## config.mk

```make
export PLATFORM = sky130hd
export DESIGN_NAME = add_block_accumulator
export DESIGN_NICKNAME = d
export VERILOG_FILES = /design/src/rtl/add_block_accumulator.sv
export SDC_FILE = /design/constraint.sdc
export NUM_CORES = 1
export LEC_CHECK = 0
export ABC_AREA = 1
export ABC_CLOCK_PERIOD_IN_PS = 2350
export BUFFER_PORTS_ARGS = -buffer_cell sky130_fd_sc_hd__buf_2
export CORE_UTILIZATION = 30
export DETAILED_ROUTE_END_ITERATION = 6
export GPL_ROUTABILITY_DRIVEN = 0
export PLACE_DENSITY_LB_ADDON = 0.15
export SETUP_SLACK_MARGIN = 0.1
export SLEW_MARGIN = 10
export SYNTH_ARGS = -nofsm -noshare
export SYNTH_HDL_FRONTEND = slang
export SYNTH_SLANG_ARGS = --single-unit
```

## constraint.sdc

```tcl
create_clock -name clk -period 2.35 [get_ports clk]
set_clock_uncertainty 0.2 [all_clocks]
set_input_delay 0.47 -clock clk [delete_from_list [all_inputs] [get_ports clk]]
set_output_delay 0.47 -clock clk [all_outputs]
set_load 0.03 [all_outputs]
```

## src/rtl/add_block_accumulator.sv

```systemverilog
// Accumulates K consecutive (N+1)-bit signed sums into one block total on a valid/ready port.
// Define ADD_BLOCK_ACC_SAT_EN to clamp the total to OW bits (else it wraps).
module add_block_accumulator #(
  parameter int unsigned N  = 4,
  parameter int unsigned K  = 4,
  parameter int unsigned OW = N + 1 + $clog2(K)
) (
  input  logic                     clk,
  input  logic                     rst_n,
  input  logic signed [N:0]        s_in,
  input  logic                     s_valid,
  output logic                     s_ready,
  input  logic                     clr,
  output logic signed [OW-1:0]     a,
  output logic                     a_valid,
  input  logic                     a_ready,
  output logic [$clog2(K+1)-1:0]   cnt,
  output logic                     ovf
);

  localparam int unsigned AW = N + 1 + $clog2(K);
  localparam int unsigned CW = $clog2(K + 1);
  localparam int unsigned XW = (OW > AW) ? OW : AW;

  typedef enum logic [1:0] {StIdle, StAcc, StDone} state_e;

  state_e                state_q;
  logic signed [AW-1:0]  acc_q;
  logic [CW-1:0]         cnt_q;
  logic signed [OW-1:0]  a_q;
  logic                  a_valid_q;
  logic                  s_ready_q;
  logic                  ovf_q;

  logic signed [AW-1:0]  samp_ext;
  logic signed [AW-1:0]  acc_add;
  logic [CW-1:0]         cnt_add;
  logic signed [XW-1:0]  sum_x;
  logic signed [OW-1:0]  fmt_a;
  logic                  fmt_ovf;
  logic                  accept;

`ifdef ADD_BLOCK_ACC_SAT_EN
  localparam logic signed [XW-1:0] MaxV = XW'((64'sd1 <<< (OW - 1)) - 64'sd1);
  localparam logic signed [XW-1:0] MinV = ~MaxV;
`endif

  always_comb begin
    samp_ext = AW'(s_in);
    acc_add  = (state_q == StIdle) ? samp_ext : acc_q + samp_ext;
    cnt_add  = cnt_q + CW'(1);
    accept   = s_valid && s_ready_q;
    // Widen before formatting so a wider OW is a plain sign-extension.
    sum_x    = XW'(acc_add);
    fmt_a    = sum_x[OW-1:0];
    fmt_ovf  = 1'b0;
`ifdef ADD_BLOCK_ACC_SAT_EN
    if (sum_x > MaxV) begin
      fmt_a   = MaxV[OW-1:0];
      fmt_ovf = 1'b1;
    end else if (sum_x < MinV) begin
      fmt_a   = MinV[OW-1:0];
      fmt_ovf = 1'b1;
    end
`endif
  end

  always_ff @(posedge clk or negedge rst_n) begin
    if (!rst_n) begin
      state_q   <= StIdle;
      acc_q     <= '0;
      cnt_q     <= '0;
      a_q       <= '0;
      a_valid_q <= 1'b0;
      s_ready_q <= 1'b0;
      ovf_q     <= 1'b0;
    end else if (clr) begin
      state_q   <= StIdle;
      acc_q     <= '0;
      cnt_q     <= '0;
      a_q       <= '0;
      a_valid_q <= 1'b0;
      s_ready_q <= 1'b1;
      ovf_q     <= 1'b0;
    end else begin
      case (state_q)
        StIdle, StAcc: begin
          s_ready_q <= 1'b1;
          if (accept) begin
            acc_q <= acc_add;
            cnt_q <= cnt_add;
            if (cnt_add == CW'(K)) begin
              state_q   <= StDone;
              a_q       <= fmt_a;
              ovf_q     <= fmt_ovf;
              a_valid_q <= 1'b1;
              s_ready_q <= 1'b0;
            end else begin
              state_q <= StAcc;
            end
          end
        end
        StDone: begin
          // No bypass: a new block can only start the cycle after the handshake.
          if (a_ready) begin
            state_q   <= StIdle;
            acc_q     <= '0;
            cnt_q     <= '0;
            a_q       <= '0;
            a_valid_q <= 1'b0;
            s_ready_q <= 1'b1;
            ovf_q     <= 1'b0;
          end
        end
        default: begin
          state_q   <= StIdle;
          acc_q     <= '0;
          cnt_q     <= '0;
          a_valid_q <= 1'b0;
          s_ready_q <= 1'b1;
        end
      endcase
    end
  end

  assign s_ready = s_ready_q;
  assign a       = a_q;
  assign a_valid = a_valid_q;
  assign cnt     = cnt_q;
  assign ovf     = ovf_q;

endmodule

```

# Word-level counts from Yosys, hierarchy flattened
# Cells that the tools add are included.
[word_totals] regBits=22 latchBits=0 ram_bits=0 rom_bits=0 output_inout_bits=13 n_memories=0
[op_classes] add_sub_neg=2 mul=0 n_div=0 magnitude_cmp=0 eq_ne=6 shift=0 n_mux=32 n_bitwise=0 n_reduce_logical=7
[op_table] op="7-bit 2-to-1 mux" count=7
[op_table] op="7-bit one-hot mux with 2 select lines" count=2
[op_table] op="1-bit 2-to-1 mux" count=11
[op_table] op="3-bit 2-to-1 mux" count=3
[op_table] op="3-bit inequality test (second input constant)" count=3
[op_table] op="2-bit 2-to-1 mux" count=4
[op_table] op="7-bit by 5-bit adder with 7-bit output" count=1
[op_table] op="1-bit one-hot mux with 2 select lines" count=3
[op_table] op="3-bit one-hot mux with 2 select lines" count=1
[op_table] op="2-bit one-hot mux with 2 select lines" count=1
[op_table] op="4-bit AND reduction" count=1
[op_table] op="3-bit by 1-bit adder with 3-bit output (second input constant)" count=1
[op_table] op="3-bit equality test (second input constant)" count=1
[op_table] op="3-bit AND reduction" count=1
[op_table] op="3-bit nonzero test" count=1
[op_table] op="2-bit by 1-bit equality test with 1-bit output (second input constant)" count=1
[op_table] op="2-bit equality test (second input constant)" count=1
[op_table] op="2-bit zero test" count=1
[op_table] op="2-bit AND reduction" count=1
[op_table] op="2-bit OR reduction" count=1
[op_table] op="1-bit logical AND" count=1

# Depth between registers and ports, before layout
[logic_depth] word_depth=6 mapped_depth=12 mapped_depth_nobuf=12

# Worst setup path after synthesis
# Ideal clock, no wire load.
[synth_timing] path_type="input to register" from="input port s_in[0]" to="register acc_q[4]" setup_time_ps=65 arrival_ps=1722 required_ps=2085 path_slack_ps=364 path_stages=11 n_path_buf=0 cell_sequence="ha_1 inv_1 fa_1 inv_1 nand2_1 nand2_1 nand2_1 or2_2 nand3_1 nand3_1 nand2_1"
[synth_via] elab_chain_len=5
[synth_rtl] item="start, declared" line="10" text="input logic signed [N:0] s_in,"
[synth_rtl] item="7-bit by 5-bit adder with 7-bit output" line="50" text="acc_add = (state_q == StIdle) ? samp_ext : acc_q + samp_ext;"
[synth_rtl] item="7-bit 2-to-1 mux" line="50"
[synth_rtl] item="7-bit 2-to-1 mux" line="89" text="if (accept) begin"
[synth_rtl] item="7-bit one-hot mux with 2 select lines" line="86" text="case (state_q)"
[synth_rtl] item="7-bit 2-to-1 mux" line="77" text="end else if (clr) begin"
[synth_rtl] item="end signal, assigned" line="71" text="acc_q <= '0;"
[synth_rtl] item="end signal, assigned" line="79" text="acc_q <= '0;"
[synth_rtl] item="end signal, assigned" line="90" text="acc_q <= acc_add;"
[synth_rtl] item="end, declared" line="28" text="logic signed [AW-1:0] acc_q;"
# Every way passes these cells. The select of a mux whose other input is x is not followed.
# A chain may end at the register's enable or synchronous reset.

# Worst setup path after layout
[layout_timing] from="register acc_q[0]" to="register a_q[4], in the netlist a[4]"
[layout_via] elab_chain_len=6
[layout_rtl] item="7-bit by 5-bit adder with 7-bit output" line="50"
[layout_rtl] item="7-bit 2-to-1 mux" line="50"
[layout_rtl] item="7-bit 2-to-1 mux" line="92" text="if (cnt_add == CW'(K)) begin"
[layout_rtl] item="7-bit 2-to-1 mux" line="89"
[layout_rtl] item="7-bit one-hot mux with 2 select lines" line="86"
[layout_rtl] item="7-bit 2-to-1 mux" line="77"
[layout_rtl] item="end signal, assigned" line="94" text="a_q <= fmt_a;"
[layout_rtl] item="end, declared" line="30" text="logic signed [OW-1:0] a_q;"
# Every way passes these cells. The select of a mux whose other input is x is not followed.

==> impl_metrics.json <==
{
  "seqCellArea_um2": 526,
  "dp_hpwl_mm": 2.11,
  "numClockSinks": 21,
  "worst_reg_to_reg_cells": 11,
  "floorplan.die.height_um": 67.4,
  "wl_mm": 2.74,
  "timing.critical_path.fanout_max": 2,
  "register_clock_pin_slew_on_the_reported_worst_setup_and_hold_paths_ns": 0.08,
  "vias": 1086,
  "floorplan.io_pins": 23,
  "num-fill-cells": 443,
  "crit_path_cell_trace": "ha_1 > inv_1 > fa_1 > inv_1 > nand2_1 > nand2_1 > nand2_1 > or2_2 > nand3_1 > nand3_1 > nand2_1",
  "status": "completed",
  "worst_hold_path.num_cells": 2,
  "avgViaCountPerCell": 4.64,
  "mostFrequentLayoutCell": "sky130_fd_sc_hd__nand2_1",
  "yosysTopAreaCellShare_pct": 40.9,
  "final.period_utilization_pct": 84.5,
  "crit_top_cell": "sky130_fd_sc_hd__nand2_1",
  "final_util_pct": 36.4,
  "grt_util_all_layers_pct": 14.7,
  "cell_with_the_largest_stage_delay_on_the_worst_path": "sky130_fd_sc_hd__fa_1",
  "initialDrtViolationCount": 37,
  "pwr_density_cell_nw_per_um2": 570,
  "numCtsBuffers": 3,
  "hold_path_class": "flip-flop to flip-flop",
  "synth_top_cell_by_area": "sky130_fd_sc_hd__dfrtp_1",
  "worst_setup_path_start_kind": "flip-flop",
  "rr_startpoint": "acc_q[0]$_DFFE_PN0P_",
  "critPathKind": "flip-flop to flip-flop",
  "buffers_and_inverters_on_the_worst_path": 2,
  "clk_latency_ns": 0.26,
  "timing.hold.worst_endpoint": "a[2]$_DFFE_PN0P_",
  "syn-mean-instance-area_um2": 7.92,
  "wl_per_cell_um": 11.7,
  "setup_violating_endpoint_count_in_the_final_report": 0,
  "hold_viol_final": 0,
  "residual_drc": 0,
  "worst_hold_startpoint": "a[2]$_DFFE_PN0P_",
  "antenna_violating_nets_post_route": 0,
  "sum_of_overflow_across_all_layers_after_global_routing": 0,
  "worst_setup_end_kind": "flip-flop",
  "floorplan.initialDensity_pct": 31.6,
  "clock-root-buffer": "sky130_fd_sc_hd__clkbuf_8",
  "global_route_wire_length_before_repair_mm": 4.89,
  "post_syn_area_um2": 1280,
  "final_nets": 204,
  "layout.cells.most_common_list": "sky130_fd_sc_hd__nand2_1 (53), sky130_fd_sc_hd__dfrtp_1 (21), sky130_fd_sc_hd__buf_2 (21), sky130_fd_sc_hd__inv_1 (16), sky130_fd_sc_hd__nor2_1 (13)",
  "synthesis.nets": 181,
  "pin_count_of_the_biggest_net_entering_global_routing": 22,
  "ys.warnings.count": 0,
  "final_total_negative_setup_slack_ns": 0,
  "synthDistinctLibCells": 29,
  "min_period_ns": 1.99,
  "clockBufferDepth": 2,
  "max-cap-violations": 0,
  "cp_data_required_time_ns": 2.35,
  "drtPass1Iterations": 4,
  "synth.top_cells.by_area": "sky130_fd_sc_hd__dfrtp_1 (41%), sky130_fd_sc_hd__nand2_1 (15%), sky130_fd_sc_hd__ha_1 (7.8%)",
  "seq_area_frac_synth_pct": 40.9,
  "achievable-frequency_mhz": 504,
  "ctsResizeCount": 0,
  "multi_input_area_um2": 659,
  "yosys_register_bits": 21,
  "rrSetupSlack_ns": 0.36,
  "crit_family": "simple AND/OR/NAND/NOR gates",
  "clock_tree.htree_level_count": 1,
  "critical_path_arrival_ns": 1.99,
  "grt_pass1_vias": 1044,
  "tritoncts": "yes",
  "rows": 23,
  "drive_gt1_share_pct": 19.6,
  "antenna_found_initial": 0,
  "ir_worst_vdd_uv": 271,
  "r2r-end": "a[4]$_DFFE_PN0P_",
  "grt_setup_unrepaired": "false",
  "static-leakage-power_nw": 0.800,
  "dieWidth_um": 67.4,
  "design.core.area_um2": 4060,
  "slew_viol_final": 0,
  "portBuffers": 21,
  "finalPower_uw": 841,
  "critical_path.max_stage_delay_ns": 0.40,
  "area_of_the_die_um2": 4540,
  "post_synth_inst_count": 162,
  "antenna-diode-count": 0,
  "area_delta_synth_final_pct": 14.9
}
report_power, final:
part | switching (mW) | internal (mW) | total [mW]
registers | 0.0152 | 0.384 | 0.399
clock network | 0.117 | 0.121 | 0.238
logic | 0.131 | 0.0720 | 0.203
worst max-delay path by stage:
| stage | from | endpoint | depth (start not counted) |
|---|---|---|---|
| 3_3_place_gp | s_in[0] | a[4]$_DFFE_PN0P_ | 12 |
| 3_5_place_dp | s_in[0] | a[4]$_DFFE_PN0P_ | 12 |
| 2_1_floorplan | s_in[0] | acc_q[4]$_DFFE_PN0P_ | 11 |
| 6_report | acc_q[0]$_DFFE_PN0P_ | a[4]$_DFFE_PN0P_ | 11 |
| 4_1_cts | acc_q[0]$_DFFE_PN0P_ | a[4]$_DFFE_PN0P_ | 11 |
| 5_1_grt | acc_q[0]$_DFFE_PN0P_ | acc_q[4]$_DFFE_PN0P_ | 11 |
synth_stat cells:
| library cell | number |
|---|---|
| sky130_fd_sc_hd__or2_0 | 1 |
| sky130_fd_sc_hd__buf_4 | 2 |
| sky130_fd_sc_hd__nand4_1 | 1 |
| sky130_fd_sc_hd__nor2_4 | 2 |
| sky130_fd_sc_hd__xor2_1 | 3 |
| sky130_fd_sc_hd__o21ai_2 | 2 |
| sky130_fd_sc_hd__inv_2 | 2 |
| sky130_fd_sc_hd__nand3b_1 | 1 |
| sky130_fd_sc_hd__nand3_1 | 12 |
| sky130_fd_sc_hd__clkbuf_2 | 1 |
| sky130_fd_sc_hd__nand2_2 | 2 |
| sky130_fd_sc_hd__conb_1 | 1 |
| sky130_fd_sc_hd__or2_1 | 1 |
| sky130_fd_sc_hd__o22ai_1 | 1 |
| sky130_fd_sc_hd__buf_6 | 1 |
| sky130_fd_sc_hd__nand2_4 | 1 |
| sky130_fd_sc_hd__dfrtp_1 | 21 |
| sky130_fd_sc_hd__ha_1 | 8 |
| sky130_fd_sc_hd__fa_1 | 1 |
| sky130_fd_sc_hd__nor3_4 | 1 |
| sky130_fd_sc_hd__o21ai_0 | 6 |
| sky130_fd_sc_hd__a21oi_1 | 3 |
| sky130_fd_sc_hd__or2_2 | 2 |
| sky130_fd_sc_hd__xnor2_1 | 1 |
| sky130_fd_sc_hd__nor3_1 | 1 |
| sky130_fd_sc_hd__nand2_1 | 53 |
| sky130_fd_sc_hd__a22o_1 | 2 |
| sky130_fd_sc_hd__nor2_1 | 13 |
| sky130_fd_sc_hd__inv_1 | 16 |
flip-flops by register name, indices dropped and copies added (netlist names):
name / cells
a_valid: 1
state_q: 2
s_ready: 1
cnt: 3
acc_q: 7
a: 7
layout make-up:
class,instances,area share (%)
repair buffers,22,7.80
inverters,18,4.58
flip-flops and latches,21,35.6
well taps,50,4.24
clock buffers,4,3.05
multi-input cells,119,44.7
repair_timing:
item,in CTS,in global routing
hold buffers,1,0
hold endpoints to repair,21,0
setup endpoints to repair,0,0
setup buffers,0,0
cells by family (layout without fill, tap and decap cells):
logic type	after synthesis	count (layout)	share of synthesized area, %
adders and majority gates	9	9	9.36
buffers and inverters	22	44	7.70
and+or+nand+nor	91	91	32.3
other	1	1	0.292
AOI/OAI and AO/OA	14	14	6.73
DFF	21	21	40.9
xor gates and xnor gates	4	4	2.73
metal layers:
metal | part of all wire [%] | vias up | track usage (%)
li1 | - | 552 | -
met1 | 52 | 499 | 20.6
met2 | 43 | 30 | 22.9
met3 | 3.9 | 5 | 2.03
met4 | 1.6 | 0 | 5.59
met5 | 0 | - | 0
worst register-to-register path, stage by stage (launching register included):
cell and delay (ns):
sky130_fd_sc_hd__dfrtp_1 0.35, sky130_fd_sc_hd__ha_1 0.17, sky130_fd_sc_hd__inv_1 0.07, sky130_fd_sc_hd__fa_1 0.40, sky130_fd_sc_hd__inv_1 0.07, sky130_fd_sc_hd__nand2_1 0.04
sky130_fd_sc_hd__nand2_1 0.07, sky130_fd_sc_hd__nand2_1 0.06, sky130_fd_sc_hd__or2_2 0.27, sky130_fd_sc_hd__nand3_1 0.09, sky130_fd_sc_hd__nand3_1 0.07, sky130_fd_sc_hd__nand2_1 0.07
metrics by stage:
step | hold WS [ns] | worst slack (ns) | instance area (µm²) | instances
CTS | 0.284 | 0.354 | 1480 | 234
detailed placement | 0.260 | 0.128 | 1420 | 229
global route | 0.296 | 0.160 | 1480 | 234
floorplan | -0.0256 | 0.364 | 1280 | 162
global placement | 0.260 | 0.177 | 1420 | 229
finish | 0.280 | 0.365 | 1480 | 234
Note: power is estimated with default switching activity, not from simulation.
